### config.mk
export PLATFORM = sky130hd
export DESIGN_NAME = iterative_normalizer_flat
export DESIGN_NICKNAME = d
export VERILOG_FILES = /design/src/rtl/iterative_normalizer_if.sv /design/src/rtl/iterative_normalizer.sv /design/src/flat_wrapper.sv
export SDC_FILE = /design/constraint.sdc
export NUM_CORES = 1
export LEC_CHECK = 0
export ABC_AREA = 1
export BUFFER_PORTS_ARGS = -buffer_cell sky130_fd_sc_hd__buf_2
export CAP_MARGIN = 0
export CORE_UTILIZATION = 25
export CTS_CLUSTER_SIZE = 12
export DETAILED_ROUTE_END_ITERATION = 6
export GPL_ROUTABILITY_DRIVEN = 1
export SYNTH_ARGS = -nofsm -noshare
export SYNTH_HDL_FRONTEND = slang
export SYNTH_SLANG_ARGS = --single-unit
### constraint.sdc
create_clock -name clk -period 1.3 [get_ports clk]
set_input_delay 0.195 -clock clk [delete_from_list [all_inputs] [get_ports clk]]
set_output_delay 0.195 -clock clk [all_outputs]
set_load 0.1 [all_outputs]
### src/rtl/iterative_normalizer_if.sv
// Handshake bundle for the iterative normalizer: operand channel in, result channel out.
// master drives operands and accepts results; slave is the normalizer itself.
interface iterative_normalizer_if #(
   parameter int SIZE  = 31,
   parameter int CNT_W = $clog2(SIZE + 1)
);
   logic             in_valid;
   logic             in_ready;
   logic [SIZE-1:0]  in_num;
   logic             out_valid;
   logic             out_ready;
   logic [SIZE-1:0]  out_num;
   logic [CNT_W-1:0] out_shift;
   logic             out_zero;

   modport master (
      output in_valid,
      output in_num,
      output out_ready,
      input  in_ready,
      input  out_valid,
      input  out_num,
      input  out_shift,
      input  out_zero
   );

   modport slave (
      input  in_valid,
      input  in_num,
      input  out_ready,
      output in_ready,
      output out_valid,
      output out_num,
      output out_shift,
      output out_zero
   );
endinterface

### src/rtl/iterative_normalizer.sv
// Multi-cycle left-normalizer: shifts a mantissa left one bit per cycle until its MSB
// is set, reporting the shift count for exponent adjustment.
//
// state | meaning
// IDLE  | waiting for an operand, in_ready high
// SHIFT | shifting value left until MSB is 1, counting shifts
// DONE  | result presented with out_valid, held until out_ready
module iterative_normalizer #(
   parameter int SIZE  = 31,
   parameter int CNT_W = $clog2(SIZE + 1)
) (
   input  logic                  clk,
   input  logic                  rst_n,
   iterative_normalizer_if.slave bus
);
   typedef enum logic [1:0] {
      IDLE  = 2'd0,
      SHIFT = 2'd1,
      DONE  = 2'd2
   } state_t;

   state_t           state;
   logic [SIZE-1:0]  value;
   logic [CNT_W-1:0] count;
   logic             zero_r;
   logic             in_ready_r;
   logic             out_valid_r;

   always_ff @(posedge clk) begin
      if (!rst_n) begin
         state       <= IDLE;
         value       <= '0;
         count       <= '0;
         zero_r      <= 1'b0;
         in_ready_r  <= 1'b1;
         out_valid_r <= 1'b0;
      end else begin
         case (state)
            IDLE: begin
               if (bus.in_valid) begin
                  value      <= bus.in_num;
                  in_ready_r <= 1'b0;
                  // An all-zero operand can never reach MSB=1, so it bypasses SHIFT.
                  if (bus.in_num == '0) begin
                     zero_r      <= 1'b1;
                     count       <= CNT_W'(SIZE);
                     out_valid_r <= 1'b1;
                     state       <= DONE;
                  end else begin
                     zero_r <= 1'b0;
                     count  <= '0;
                     state  <= SHIFT;
                  end
               end
            end
            SHIFT: begin
               if (value[SIZE-1]) begin
                  out_valid_r <= 1'b1;
                  state       <= DONE;
               end else begin
                  value <= {value[SIZE-2:0], 1'b0};
                  count <= count + CNT_W'(1);
               end
            end
            DONE: begin
               if (bus.out_ready) begin
                  out_valid_r <= 1'b0;
                  in_ready_r  <= 1'b1;
                  state       <= IDLE;
               end
            end
            default: begin
               out_valid_r <= 1'b0;
               in_ready_r  <= 1'b1;
               state       <= IDLE;
            end
         endcase
      end
   end

   assign bus.in_ready  = in_ready_r;
   assign bus.out_valid = out_valid_r;
   assign bus.out_num   = value;
   assign bus.out_shift = count;
   assign bus.out_zero  = zero_r;
endmodule

### src/flat_wrapper.sv
// flat-port wrapper written by rule: the top's interface ports become plain ports
module iterative_normalizer_flat 
#(
   parameter int SIZE  = 31,
   parameter int CNT_W = $clog2(SIZE + 1)
)
  (clk, rst_n, bus_in_valid, bus_in_num, bus_out_ready, bus_in_ready, bus_out_valid, bus_out_num, bus_out_shift, bus_out_zero);
  iterative_normalizer_if #(.SIZE(SIZE), .CNT_W(CNT_W)) bus_i ();
  input  logic clk;
  input  logic rst_n;
  input wire logic [$bits(bus_i.in_valid)-1:0] bus_in_valid;
  input wire logic [$bits(bus_i.in_num)-1:0] bus_in_num;
  input wire logic [$bits(bus_i.out_ready)-1:0] bus_out_ready;
  output wire logic [$bits(bus_i.in_ready)-1:0] bus_in_ready;
  output wire logic [$bits(bus_i.out_valid)-1:0] bus_out_valid;
  output wire logic [$bits(bus_i.out_num)-1:0] bus_out_num;
  output wire logic [$bits(bus_i.out_shift)-1:0] bus_out_shift;
  output wire logic [$bits(bus_i.out_zero)-1:0] bus_out_zero;
  assign bus_i.in_valid = bus_in_valid;
  assign bus_i.in_num = bus_in_num;
  assign bus_i.out_ready = bus_out_ready;
  assign bus_in_ready = bus_i.in_ready;
  assign bus_out_valid = bus_i.out_valid;
  assign bus_out_num = bus_i.out_num;
  assign bus_out_shift = bus_i.out_shift;
  assign bus_out_zero = bus_i.out_zero;
  iterative_normalizer #(.SIZE(SIZE), .CNT_W(CNT_W)) u_core (.clk(clk), .rst_n(rst_n), .bus(bus_i));
endmodule
# Word level (Yosys, flattened, before mapping)
# Index checks and enable logic that the tools add are counted.
dict set report word_totals {
  regBits 41
  output_inout_bits 39
  elab_cells 46
}
dict set report classes {
  addsub 1
  n_eq_ne 7
  muxes 21
  bitwise_logic 1
  reduce_logical 9
}
# op count
set op_table {}
lappend op_table {{two-way mux 31 bit} 2}
lappend op_table {{one-hot mux 31 bit (2 select lines)} 1}
lappend op_table {{zero test 31 bit} 1}
lappend op_table {{two-way mux 5 bit} 3}
lappend op_table {{one-hot mux 5 bit (2 select lines)} 1}
lappend op_table {{AND reduction 3 bit} 3}
lappend op_table {{two-way mux 2 bit} 4}
lappend op_table {{two-way mux 1 bit} 7}
lappend op_table {{inequality test 2 bit, second input constant} 3}
lappend op_table {{one-hot mux 1 bit (3 select lines)} 2}
lappend op_table {{one-hot mux 2 bit (3 select lines)} 1}
lappend op_table {{adder 5 x 1 -> 5 bit, second input constant} 1}
lappend op_table {{inequality test 2 x 1 -> 1 bit, second input constant} 2}
lappend op_table {{AND reduction 2 bit} 2}
lappend op_table {{AND reduction 4 bit} 1}
lappend op_table {{== test 2 x 1 -> 1 bit, second input constant} 1}
lappend op_table {{== test 2 bit, second input constant} 1}
lappend op_table {{zero test 2 bit} 1}
lappend op_table {{nonzero test 2 bit} 1}
lappend op_table {{inverter 1 bit} 1}

# Logic depth before layout (Yosys ltp)
dict set report depth {
  depth_word 4
  depth_mapped 9
  mapped_depth_nobuf 8
}

# Worst setup path after synthesis
# Ideal clock, no wire load.
dict set report synth_timing {
  path_type {register to register}
  startpoint {register u_core.value[30], in the netlist u_core.bus.out_num[30]}
  endpoint {register u_core.count[2], in the netlist u_core.bus.out_shift[2]}
  setup_ps 124
  arrival_ps 1752
  t_required_ps 1176
  setup_slack_ps -576
  stages_incl_launch_ff 9
  synth_period_minus_slack_ps 1876
  path_cell_list {dfxtp_1 inv_1 nand2_2 clkinv_2 nor2_8 inv_4 buf_6 o21ai_1 a21oi_1}
}
dict set report synth_via {
  elab_chain_len 2
}
# item line_no
set synth_lines {}
lappend synth_lines {{start: declaration} iterative_normalizer.sv:23} ;# logic [SIZE-1:0] value;
lappend synth_lines {{start signal: assignment} iterative_normalizer.sv:41} ;# value <= bus.in_num;
lappend synth_lines {{start signal: assignment} iterative_normalizer.sv:61} ;# value <= {value[SIZE-2:0], 1'b0};
lappend synth_lines {{inequality test 2 bit (no line)} -}
lappend synth_lines {{AND reduction 3 bit (no line)} -}
lappend synth_lines {{end signal: assignment} iterative_normalizer.sv:46} ;# count <= CNT_W'(SIZE);
lappend synth_lines {{end signal: assignment} iterative_normalizer.sv:62} ;# count <= count + CNT_W'(1);
lappend synth_lines {{end: declaration} iterative_normalizer.sv:24} ;# logic [CNT_W-1:0] count;
# Every way passes these cells.
# A chain may end at the register's enable or synchronous reset.

# Worst setup path in the final report
dict set report layout_timing {
  startpoint {register u_core.state[0]}
  endpoint {register u_core.value[21], in the netlist u_core.bus.out_num[21]}
}
dict set report layout_via {
  elab_chain_len 3
  elab_cells_between_ends 7
  cone_classes {3 x eq/ne; 1 x mux; 3 x reduce/logical}
}
# item line_no
set layout_lines {}
lappend layout_lines {{start: declaration} iterative_normalizer.sv:22} ;# state_t state;
lappend layout_lines {{start signal: assignment} iterative_normalizer.sv:31} ;# state <= IDLE;
lappend layout_lines {{start signal: assignment} iterative_normalizer.sv:48} ;# state <= DONE;
lappend layout_lines {{start signal: assignment} iterative_normalizer.sv:52} ;# state <= SHIFT;
lappend layout_lines {{== test 2 x 1 -> 1 bit / zero test 2 bit (equally long branches)} iterative_normalizer.sv:38} ;# case (state)
lappend layout_lines {{inequality test 2 bit (no line) / nonzero test 2 bit (equally long branches)} -}
lappend layout_lines {{AND reduction 3 bit (no line)} -}
# Several ways; a longest one is shown, not always the timed one.

==> results.sh <==
export IMPL_pwr_share_clk=0.226
export IMPL_endpoint_kind="flop"
export IMPL_detail_route_antenna_nets=0
export IMPL_grt_overflow=0
export IMPL_start_kind="flop"
export IMPL_fill_cells=768
export IMPL_fin_nets=384
export IMPL_start_util=0.259
export IMPL_finalCriticalPeriod_ns=1.25
export IMPL_p_total_mw=4.49
export IMPL_hold_viol=0
export IMPL_clk_pin_slew_worst_paths_ns=0.08
export IMPL_relSlewSlack=0.677
export IMPL_rows=31
export IMPL_yosysWarningCount=0
export IMPL_fin_util=0.401
export IMPL_drive_above_1_share=0.352
export IMPL_synth_fp_nets=301
export IMPL_slew_viol_final=0
export IMPL_synth_distinct_cells=27
export IMPL_antenna_found_initial=0
export IMPL_grt_pass1_vias=1874
export IMPL_grt_pass1_wl_um=8830
export IMPL_p_sw_mw=1.94
export IMPL_synth_seq_cells=41
export IMPL_grt_max_degree=17
export IMPL_grt_setup_unrepaired="yes"
export IMPL_portBuffers=73
export IMPL_cp_required_ns=1.51
export IMPL_synth_async_reset_ratio=0
export IMPL_avgSynthCellArea_um2=7.08
export IMPL_h_tree_depth=2
export IMPL_cp_arrival_ns=1.46
export IMPL_syn_area_um2=1880
export IMPL_first_pass_iters=4
export IMPL_finalCritPeriodShare=0.959
export IMPL_diodes=0
export IMPL_synthCells=265
export IMPL_finalSetupViolations=0
export IMPL_cts_tree="done"
export IMPL_worstSetupPathType="reg2reg"
export IMPL_swShare=0.432
export IMPL_clock_latency_ns=0.29
export IMPL_die_area_um2=7860
export IMPL_cts_inserted_buffers=5
export IMPL_via_per_inst=4.62
export IMPL_leakagePower_nw=1.19
export IMPL_cap_violations=0
export IMPL_hold_class="in2reg"
export IMPL_gp_congestion=0.788
export IMPL_slowest_stage="dfxtp_4"
export IMPL_routedWlPerCell_um=12.3
export IMPL_drcViolationCount=0
export IMPL_synth_area_leaders="dfxtp_1 44%, nand2_1 20%, a31oi_1 10%"
export IMPL_cp_max_fo=9
export IMPL_cts_root_buf="clkbuf_8"
export IMPL_grt_util_all_layers=0.143
export IMPL_synth_top_area_cell="dfxtp_1"
export IMPL_yosysSeqAreaShare=0.437
export IMPL_status="finished, final reports clean"
export IMPL_crit_chain="inv_4 -> nor2_4 -> nand2_4 -> clkinv_4 -> nor2_8 -> buf_6 -> nand2_1 -> a31oi_1"
export IMPL_design_core_area_um2=7250
export IMPL_ir_worst_vdd_mv=0.698
export IMPL_io_pins=74
export IMPL_intPower_mw=2.55
export IMPL_power_density_nw_per_um2=1550
export IMPL_areaGrowthSynthToFinish_pct=54.8
export IMPL_final_common_cell="nand2_1"
export IMPL_tightest_slew_ns=0.488
export IMPL_cts_sinks=41
export IMPL_fin_skew_ns=0.00843
export IMPL_vias=2070
export IMPL_dp_hpwl_um=4180
export IMPL_setup_tns_ns=0
export IMPL_holdWs_ns=0.158
export IMPL_combPwrFrac=0.429
export IMPL_drt_wl_total_um=5530
export IMPL_cts_buffer_depth=2
export IMPL_fmax_mhz=802
export IMPL_slowest_delay_ns=0.37
export IMPL_layout_common_cells="96 x nand2_1, 36 x buf_2, 31 x a31oi_1, 31 x dfxtp_1, 27 x nor2_1"
export IMPL_drtIter0Drc=84
export IMPL_ys_flop_type="dfxtp_1"
export IMPL_synth_edf_count=0
export IMPL_pwr_share_seq=0.345
export IMPL_die_h_um=88.6
export IMPL_die_x_um=88.6
export IMPL_yosys_area_top_type_share=0.437
==> critical path, delay by kind of cell (launching register included) <==
family	cells	cell delay, ns
flops	1	0.37
buf+inv	3	0.31
compound gates	1	0.13
simple gates	4	0.35
==> area by class of cell <==
class	count	area, µm²	share of cell area
clock buffers	6	72.6	0.0250
clock inverters	2	38.8	0.0134
inverters	10	52.6	0.0181
multi-input cells	200	958	0.330
flip-flops and latches	41	846	0.291
well taps	99	124	0.0426
repair buffers	90	813	0.280
==> flip-flops by register name, summed over array words and instances (netlist names) <==
register,cells
u_core.bus.out_num,31
u_core.state,2
u_core.bus.in_ready,1
u_core.bus.out_zero,1
u_core.bus.out_valid,1
u_core.bus.out_shift,5
==> kinds of logic after synthesis <==
family | synth area share
compound gates | 0.176
flops | 0.437
simple gates | 0.314
fa+ha+maj | 0.00667
buf+inv | 0.0660
==> Yosys cell counts, types with 2 or more instances <==
master / n
nand2_1: 99
dfxtp_1: 41
a31oi_1: 31
nor2_1: 27
nand3_1: 10
o21ai_0: 9
a21oi_1: 8
buf_2: 6
inv_1: 6
clkbuf_1: 4
a31o_2: 2
buf_4: 2
buf_6: 2
inv_2: 2
nand4_1: 2
nor3_1: 2
o22ai_1: 2
==> path summary, 6_finish.rpt <==
check	start	end	slack [ns]	cells after the start
setup / recovery	u_core.state[0]	u_core.bus.out_num[21]	0.05	8
hold / removal	bus_in_num[0]	u_core.bus.out_num[0]	0.16	3
setup reg to reg	u_core.state[0]	u_core.bus.out_num[21]	0.05	8
hold reg to reg	u_core.bus.out_valid	u_core.bus.out_valid	0.47	2
==> power by group through the flow <==
stage          sequential, mW  combinational, mW  clock (mW)
3_3_place_gp             1.57               1.84           0
2_1_floorplan            2.41              0.451           0
5_1_grt                  1.57               2.02        1.12
3_5_place_dp             1.57               1.85           0
6_report                 1.55               1.93        1.02
4_1_cts                  1.55               1.86        1.06
==> per-layer routing <==
layer | part of all wire | global-route usage | up-vias | routed length [µm]
met5 | 0 | 0 | - | 0
met4 | 0.0072 | 0.0308 | 0 | 40
met3 | 0.046 | 0.0326 | 7 | 252
met2 | 0.47 | 0.229 | 53 | 2580
met1 | 0.48 | 0.197 | 953 | 2650
li1 | - | - | 1057 | -
==> metrics by stage <==
stage               std cells  worst slack (ns)  cell area [µm²]
floorplan                 265           -0.0368             1900
global placement          439          -0.00301             2680
detailed placement        439           -0.0252             2680
CTS                       447          0.000762             2810
global route              448           -0.0397             2910
finish                    448            0.0530             2910
==> what timing repair did <==
| item | in CTS | in global routing |
|---|---|---|
| pin swaps | 0 | 10 |
| setup buffers | 0 | 1 |
| setup endpoints to repair | 25 | 48 |
| gates resized for setup | 6 | 35 |
| hold buffers | 0 | 0 |
No activity file was read; power rests on OpenSTA's default activity.
